==> config.mk <==
export PLATFORM = sky130hd
export DESIGN_NAME = sparse_round_scheduler
export DESIGN_NICKNAME = d
export VERILOG_FILES = /design/src/rtl/sparse_round_scheduler.sv
export SDC_FILE = /design/constraint.sdc
export NUM_CORES = 1
export LEC_CHECK = 0
export BUFFER_PORTS_ARGS = -buffer_cell sky130_fd_sc_hd__buf_2
export CORE_UTILIZATION = 40
export CTS_CLUSTER_SIZE = 8
export DETAILED_ROUTE_END_ITERATION = 10
export PLACE_DENSITY_LB_ADDON = 0.12
export SYNTH_ARGS = -nofsm -noshare
export SYNTH_HDL_FRONTEND = slang
export SYNTH_SLANG_ARGS = --single-unit
==> constraint.sdc <==
create_clock -name clk -period 2 [get_ports clk]
set_clock_uncertainty 0.1 [all_clocks]
set_input_delay 0.1 -clock clk [delete_from_list [all_inputs] [get_ports clk]]
set_output_delay 0.1 -clock clk [all_outputs]
set_load 0.005 [all_outputs]
==> src/rtl/sparse_round_scheduler.sv <==
// sparse_round_scheduler
//   Sequences the sparse polynomial multiply controller over every sparse
//   entry of one multiplication. Optionally zeroes the accumulator memory
//   first. It walks the sparse memory addresses, pulses the controller start
//   and waits for its done pulse under a watchdog. It also owns the
//   accumulator-port select so that the clear phase and the controller never
//   drive that port at the same time.
//
//   Optional feature macro: SPARSE_DUMMY_INSERT_EN
//     When defined, every run executes exactly MEM_SPARSE_SIZE iterations.
//     Iterations past num_entries are dummies: they read address 0 and raise
//     dummy_o. This makes the runtime independent of the data.
//
// Ports
//   clk, rst           clock and synchronous active-high reset
//   start              begin a run (sampled in IDLE only)
//   clear_acc          sampled with start; 1 = zero the accumulator first
//   num_entries        valid sparse words, sampled with start
//   busy, done, error  run status (done is a one-cycle pulse, error is sticky)
//   entry_count        real entries completed in the current run
//   sparse_mem_addr_o  sparse memory read address
//   ctrl_start_o       one-cycle start pulse to the controller
//   ctrl_done_i        controller completion pulse
//   acc_sel_o          1 = scheduler owns the accumulator port (CLEAR only)
//   acc_clr_addr_o     clear write address
//   acc_clr_data_o     clear write data (always 0)
//   acc_clr_we_o       clear write enable
//   dummy_o            current iteration is a dummy (feature builds only)
//
// Handshakes
//   start and ctrl_done_i are single-cycle events with no ready path. start
//   is acted on only in IDLE, and ctrl_done_i only in WAIT_DONE. Events in
//   any other state are dropped. ctrl_start_o is high for exactly one cycle
//   (ISSUE) for each iteration.
module sparse_round_scheduler #(
    parameter int WORD_WIDTH      = 32,
    parameter int MEM_SIZE        = 553,
    parameter int MEM_SPARSE_SIZE = 50,
    parameter int TIMEOUT_CYCLES  = 4095
) (
    input  logic                  clk,
    input  logic                  rst,
    input  logic                  start,
    input  logic                  clear_acc,
    input  logic [5:0]            num_entries,
    output logic                  busy,
    output logic                  done,
    output logic                  error,
    output logic [5:0]            entry_count,
    output logic [9:0]            sparse_mem_addr_o,
    output logic                  ctrl_start_o,
    input  logic                  ctrl_done_i,
    output logic                  acc_sel_o,
    output logic [9:0]            acc_clr_addr_o,
    output logic [WORD_WIDTH-1:0] acc_clr_data_o,
    output logic                  acc_clr_we_o,
    output logic                  dummy_o
);
    localparam int              WD_W       = $clog2(TIMEOUT_CYCLES + 1);
    localparam logic [5:0]      SPARSE_MAX = 6'(MEM_SPARSE_SIZE);
    localparam logic [9:0]      CLR_LAST   = 10'(MEM_SIZE - 1);
    localparam logic [WD_W-1:0] WD_LAST    = WD_W'(TIMEOUT_CYCLES - 1);

    typedef enum logic [2:0] {
        IDLE, CLEAR, LOAD, ISSUE, WAIT_DONE, FINISH, FAULT
    } state_t;

    // The current FSM state. It is visible to hierarchical checkers.
    state_t state, state_next;

    logic [5:0]      num_q, num_d;
    logic [5:0]      iter_q, iter_d;    // iteration index (real + dummy)
    logic [5:0]      entry_q, entry_d;  // real entries completed
    logic [WD_W-1:0] wd_q, wd_d;
    logic [WD_W-1:0] wd_inc;
    logic [9:0]      clr_q, clr_d;
    logic [9:0]      addr_q, addr_d;
    logic            error_q, error_d;

    logic [5:0]      target;
    logic            is_dummy;
    logic [9:0]      load_addr;
    logic            load_issue;        // LOAD that starts another iteration

`ifdef SPARSE_DUMMY_INSERT_EN
    assign target   = SPARSE_MAX;
    assign is_dummy = (iter_q >= num_q);
`else
    assign target   = num_q;
    assign is_dummy = 1'b0;
`endif

    assign load_addr  = is_dummy ? 10'd0 : {4'd0, iter_q};
    assign load_issue = (state == LOAD) && (iter_q != target);
    assign wd_inc     = wd_q + 1'b1;

    always_ff @(posedge clk) begin
        if (rst) begin
            state   <= IDLE;
            num_q   <= '0;
            iter_q  <= '0;
            entry_q <= '0;
            wd_q    <= '0;
            clr_q   <= '0;
            addr_q  <= '0;
            error_q <= 1'b0;
        end else begin
            state   <= state_next;
            num_q   <= num_d;
            iter_q  <= iter_d;
            entry_q <= entry_d;
            wd_q    <= wd_d;
            clr_q   <= clr_d;
            addr_q  <= addr_d;
            error_q <= error_d;
        end
    end

    always_comb begin
        state_next = state;
        num_d      = num_q;
        iter_d     = iter_q;
        entry_d    = entry_q;
        wd_d       = wd_q;
        clr_d      = clr_q;
        addr_d     = addr_q;
        error_d    = error_q;
        unique case (state)
            IDLE: begin
                if (start) begin
                    num_d   = num_entries;
                    iter_d  = '0;
                    entry_d = '0;
                    clr_d   = '0;
                    error_d = 1'b0;
                    if (num_entries > SPARSE_MAX) begin
                        state_next = FAULT;
                        error_d    = 1'b1;
                    end else if (clear_acc) begin
                        state_next = CLEAR;
                    end else begin
                        state_next = LOAD;
                    end
                end
            end
            CLEAR: begin
                if (clr_q == CLR_LAST) begin
                    clr_d      = '0;
                    state_next = LOAD;
                end else begin
                    clr_d = clr_q + 10'd1;
                end
            end
            LOAD: begin
                if (iter_q == target) begin
                    state_next = FINISH;
                end else begin
                    // The sync-read memory sees the address this cycle. Its
                    // data is ready when the controller starts in ISSUE.
                    addr_d     = load_addr;
                    state_next = ISSUE;
                end
            end
            ISSUE: begin
                wd_d       = '0;
                state_next = WAIT_DONE;
            end
            WAIT_DONE: begin
                wd_d = wd_inc;
                // done is checked first, so it wins over a timeout in the
                // same cycle.
                if (ctrl_done_i) begin
                    iter_d = iter_q + 6'd1;
                    if (!is_dummy) begin
                        entry_d = entry_q + 6'd1;
                    end
                    state_next = LOAD;
                end else if (wd_inc == WD_LAST) begin
                    error_d    = 1'b1;
                    state_next = FAULT;
                end
            end
            FINISH:  state_next = IDLE;
            FAULT:   state_next = IDLE;
            default: state_next = IDLE;
        endcase
    end

    assign busy              = (state == CLEAR) || (state == LOAD) ||
                               (state == ISSUE) || (state == WAIT_DONE);
    assign done              = (state == FINISH) || (state == FAULT);
    assign error             = error_q;
    assign entry_count       = entry_q;
    assign sparse_mem_addr_o = load_issue ? load_addr : addr_q;
    assign ctrl_start_o      = (state == ISSUE);
    assign acc_sel_o         = (state == CLEAR);
    assign acc_clr_we_o      = (state == CLEAR);
    assign acc_clr_addr_o    = clr_q;
    assign acc_clr_data_o    = '0;

`ifdef SPARSE_DUMMY_INSERT_EN
    assign dummy_o = is_dummy &&
                     (load_issue || (state == ISSUE) || (state == WAIT_DONE));
`else
    assign dummy_o = 1'b0;
`endif

endmodule

# Yosys cells after proc, flatten, opt, wreduce, memory -nomap -nowiden
# Index checks and enable logic that the tools add are counted.
# totals
reg_bits,50
inputBits,11
out_inout_bits,65
wordCells,68
# classes
add_sub_neg,4
magnitude_cmp,1
eq_ne,16
n_mux,23
bitwise,1
reduce_logical,15
# op_table
cell,n
6-bit 2-to-1 mux,4
12-bit case mux with 2 select lines,1
6-bit case mux with 2 select lines,2
10-bit 2-to-1 mux,2
10-bit case mux with 2 select lines,1
3-bit 2-to-1 mux,6
3-bit case mux with 5 select lines,1
"12-bit by 1-bit adder with 12-bit output, second input constant",1
"6-bit by 1-bit adder with 6-bit output, second input constant",2
"12-bit equality test, second input constant",1
"10-bit by 1-bit adder with 10-bit output, second input constant",1
"10-bit equality test, second input constant",1
"3-bit equality test, second input constant",3
"2-bit inequality test, second input constant",4
"3-bit by 2-bit equality test with 1-bit output, second input constant",2
6-bit equality test,1
"6-bit > comparator, second input constant",1
6-bit inequality test,1
2-bit AND reduction,3
3-bit AND reduction,2
2-bit nonzero test,3
1-bit logical OR,4
1-bit 2-to-1 mux,4
4-bit AND reduction,1
8 further kinds,8

# Logic depth before layout (Yosys ltp)
# depth
ltp_word,5
ltp_mapped,7
ltp_nobuf,7

# Worst setup path before layout
# OpenSTA, ideal clock, no wires.
# synth_timing
kind,flip-flop to flip-flop
startpoint,reg clr_q[0] (netlist: acc_clr_addr_o[0])
endpoint,reg clr_q[6] (netlist: acc_clr_addr_o[6])
setup_time_ps,88
arrival_time_ps,1616
required_ps,1812
path_slack_ps,195
path_stages_with_launch,8
n_path_buf,0
synth_period_minus_slack_ps,1805
cell_sequence,dfxtp_1 > inv_1 > ha_1 > and4bb_2 > a31o_4 > nor2_2 > a31oi_1 > a311oi_2
# synth_via
elab_chain_cells,3
elab_cells_between_ends,4
classes_between,add/sub: 1; eq/ne: 1; mux: 2
# synth_rtl
element,line,rtl
"start, declared",76,"logic [9:0] clr_q, clr_d;"
"start signal, assigned",113,clr_q <= clr_d;
10-bit by 1-bit adder with 10-bit output or 10-bit equality test (tied branches),"151, 147",
10-bit 2-to-1 mux (*),147,if (clr_q == CLR_LAST) begin
10-bit case mux with 2 select lines (*),128,unique case (state)
# Every way passes the cells marked *; elsewhere a longest branch is shown, timed or not.
# A chain may end at the register's enable or synchronous reset.

# Worst setup path in the final report
# layout_timing
startpoint,reg num_q[2]
endpoint,out sparse_mem_addr_o[2]
# layout_via
elab_chain_cells,3
# layout_rtl
element,line,rtl
"start, declared",71,"logic [5:0] num_q, num_d;"
"start signal, assigned",109,num_q <= num_d;
6-bit inequality test,94,assign load_issue = (state == LOAD) && (iter_q != target);
1-bit logical AND,94,
6-bit 2-to-1 mux,194,assign sparse_mem_addr_o = load_issue ? load_addr : addr_q;
"end, declared",50,"output logic [9:0] sparse_mem_addr_o,"
# Every way passes these cells.

==> impl_metrics.py <==
metrics = {
    "global_routing": {
        "grt.total_usage_pct": 17.4,
        "grt_pass1_wl_um": 10600,
        "overflow": 0,
        "grt_antenna_before_repair": 0,
        "grt_start_max_net_pins": 29,
        "grt_pass1_vias": 2103,
    },
    "power": {
        "power_frac_clock_pct": 26.4,
        "ir_drop_mv": 0.292,
        "power_density_nw_per_um2": 685,
        "p_comb_share_pct": 29.1,
        "intPower_mw": 1.62,
        "p_leak_nw": 1.47,
        "p_sw_share_pct": 33.8,
        "power_mw": 2.45,
        "seqPwrFrac_pct": 44.5,
        "p_switching_mw": 0.829,
    },
    "sta": {
        "drv_slew": 0,
        "hold_slack_ps": 13.3,
        "setup-violations-final": 6,
        "timing.setup.tns_ps": -29.1,
        "max_freq_ghz": 0.497,
        "worst_pin_slew_ps": 571,
        "period_needed_ps": 2010,
        "slew_headroom_pct": 61.9,
        "fin_crit_sh_pct": 101,
        "finalHoldViolCount": 0,
        "rsz0062_at_grt": "yes",
        "setup_slack_ps": -11.5,
    },
    "critical_path": {
        "arrival_ps": 1810,
        "r2r-start": "state[0]",
        "r2r_cells": 5,
        "crit_path_start_kind": "flip-flop",
        "criticalPathCategory": "reg -> out",
        "r2r_slack_ps": 170,
        "critPathCaptureType": "primary output",
        "critPathMaxFanout": 6,
        "crit_required_ps": 1800,
        "r2r_end": "acc_clr_addr_o[6]",
    },
    "drt": {
        "wl_per_cell_um": 13.0,
        "top_layer": "met4",
        "wl_met1_um": 3290,
        "wl_met2_um": 3330,
        "drc": 0,
        "via_count": 2602,
        "wl_um": 6900,
        "first_iter_violations": 72,
        "dr_wl_met3_um": 190,
        "vias_per_cell": 4.90,
        "drt_pre_antenna_iters": 4,
        "antenna_left": 0,
    },
    "logic_synthesis": {
        "synth_edf_count": 0,
        "synthCells": 376,
        "synth_top_area_share_pct": 33.0,
        "ys_ff_latch": 50,
        "synthTopCellsByArea": "dfxtp_1, buf_4, nor2_1",
        "seq_area_frac_synth_pct": 33.0,
        "syn_area_um2": 3030,
        "synth_ff_type": "dfxtp_1",
        "yosys_warnings": 0,
        "yosysTopAreaCell": "dfxtp_1",
        "ys_types": 61,
        "async_reset_ff_share_pct": 0,
        "avgSynthCellArea_um2": 8.07,
    },
    "floorplan": {
        "num_rows": 31,
        "core-area_um2": 7290,
        "start_util_pct": 41.6,
        "die_x_um": 89.1,
        "die_h_um": 89.1,
        "ios": 76,
        "die-area_um2": 7930,
    },
    "placement": {
        "gp_congestion": 0.795,
        "io_buffers": 38,
        "dp_hpwl_um": 4880,
    },
    "worst_hold_path": {
        "min_path_cells": 3,
        "whs_endpoint": "state[1]",
        "hold_path.startpoint": "ctrl_done_i",
        "hp-class": "in -> reg",
    },
    "cells_and_area": {
        "layout_commonest_cell": "dfxtp_1",
        "seqCellArea_um2": 1010,
        "fill_cells": 737,
        "multi_input_area_um2": 1830,
        "final_nets": 449,
        "layout_common_cells": "dfxtp_1, nor2_1, conb_1",
        "antennaDiodeCount": 0,
        "area_growth_pct": 18.1,
        "drive_gt1_share_pct": 24.1,
        "utilization_pct": 49.1,
    },
    "clock_network": {
        "cts_tree": "yes",
        "h-tree-depth": 2,
        "clkLatencyLatePin_ps": 310,
        "clk_path_buf_depth": 2,
        "cts.sinks": 50,
        "clk_pin_slew_ps": 100,
        "cts_made_buffers": 5,
        "cts_root_buffer": "clkbuf_8",
    },
    "run": {
        "cap_violations": 0,
    },
    "run_status": {
        "outcome": "complete, but fails checks",
        "violations": "negative setup slack",
    },
}
[final cells by class]
class / count / share of cell area [%]
Multi-Input combinational cell: 297 / 51.2
Sequential cell: 50 / 28.3
Timing Repair Buffer: 68 / 13.4
Tap cell: 99 / 3.46
Clock buffer: 6 / 2.31
Inverter: 9 / 0.943
Clock inverter: 2 / 0.454
[critical path: stages (launching register included)]
cell,delay (ps)
dfxtp_2,350
xnor2_2,160
nand4_1,210
o21ai_4,210
buf_12,140
mux2_4,310
buf_6,120
[worst max path at each step]
stage	to	cells past startpoint	startpoint
2_1_floorplan	acc_clr_addr_o[6]	7	acc_clr_addr_o[0]
3_3_place_gp	state[1]	7	acc_clr_addr_o[1]
3_5_place_dp	acc_clr_addr_o[6]	7	acc_clr_addr_o[1]
4_1_cts	sparse_mem_addr_o[5]	6	iter_q[4]
5_1_grt	sparse_mem_addr_o[2]	6	num_q[4]
6_report	sparse_mem_addr_o[2]	6	num_q[2]
[through the flow]
step / worst slack, ps / instances / cell area, um2
global placement: 145 / 513 / 3260
finish: -11.5 / 531 / 3580
detailed placement: 89.9 / 513 / 3260
floorplan: 195 / 412 / 3170
global route: -103 / 531 / 3580
CTS: 0.856 / 530 / 3500
[synthesized netlist by cell type (all sizes together) (5+ instances only)]
library cell and instances:
buf 50, dfxtp 50, nor2 44, nand2 36
a21oi 30, nand3 14, o21ai 12, nand4 11
xnor2 11, nor2b 10, inv 9, xor2 8
a311oi 7, ha 7, clkbuf 6, mux2 6
nand2b 6, a31oi 5
[power groups by stage]
stage | Clock [mW] | Combinational [mW] | Sequential [mW]
2_1_floorplan | 0 | 0.508 | 1.10
3_3_place_gp | 0 | 0.640 | 1.11
3_5_place_dp | 0 | 0.639 | 1.11
4_1_cts | 0.672 | 0.692 | 1.09
5_1_grt | 0.709 | 0.798 | 1.10
6_report | 0.648 | 0.713 | 1.09
[flip-flops by register name, summed over array words and instances, names as in the netlist]
name / flops
entry_count: 6
iter_q: 6
addr_q: 6
error: 1
wd_q: 12
num_q: 6
state: 3
acc_clr_addr_o: 10
[metal layers]
layer,vias to the layer above,global-route usage (%)
met5,-,0
met3,6,3.14
met4,0,5.63
met2,48,29.0
met1,1208,22.8
li1,1340,-
[cells by family after synthesis]
logic type | synth area share [%]
xor gates and xnor gates | 5.49
buffers and inverters | 13.3
other | 0.124
AOI/OAI and AO/OA | 16.3
muxes | 2.56
adders and majority gates | 2.89
and+or+nand+nor | 26.4
DFF | 33.0
[timing repair]
item	in CTS	in global routing
setup buffers	3	1
endpoints found under the setup margin	6	14
hold endpoints to repair	6	0
hold buffers	6	0
resized for setup	12	17
pin swaps	2	6
No activity file was read; power rests on OpenSTA's default activity.
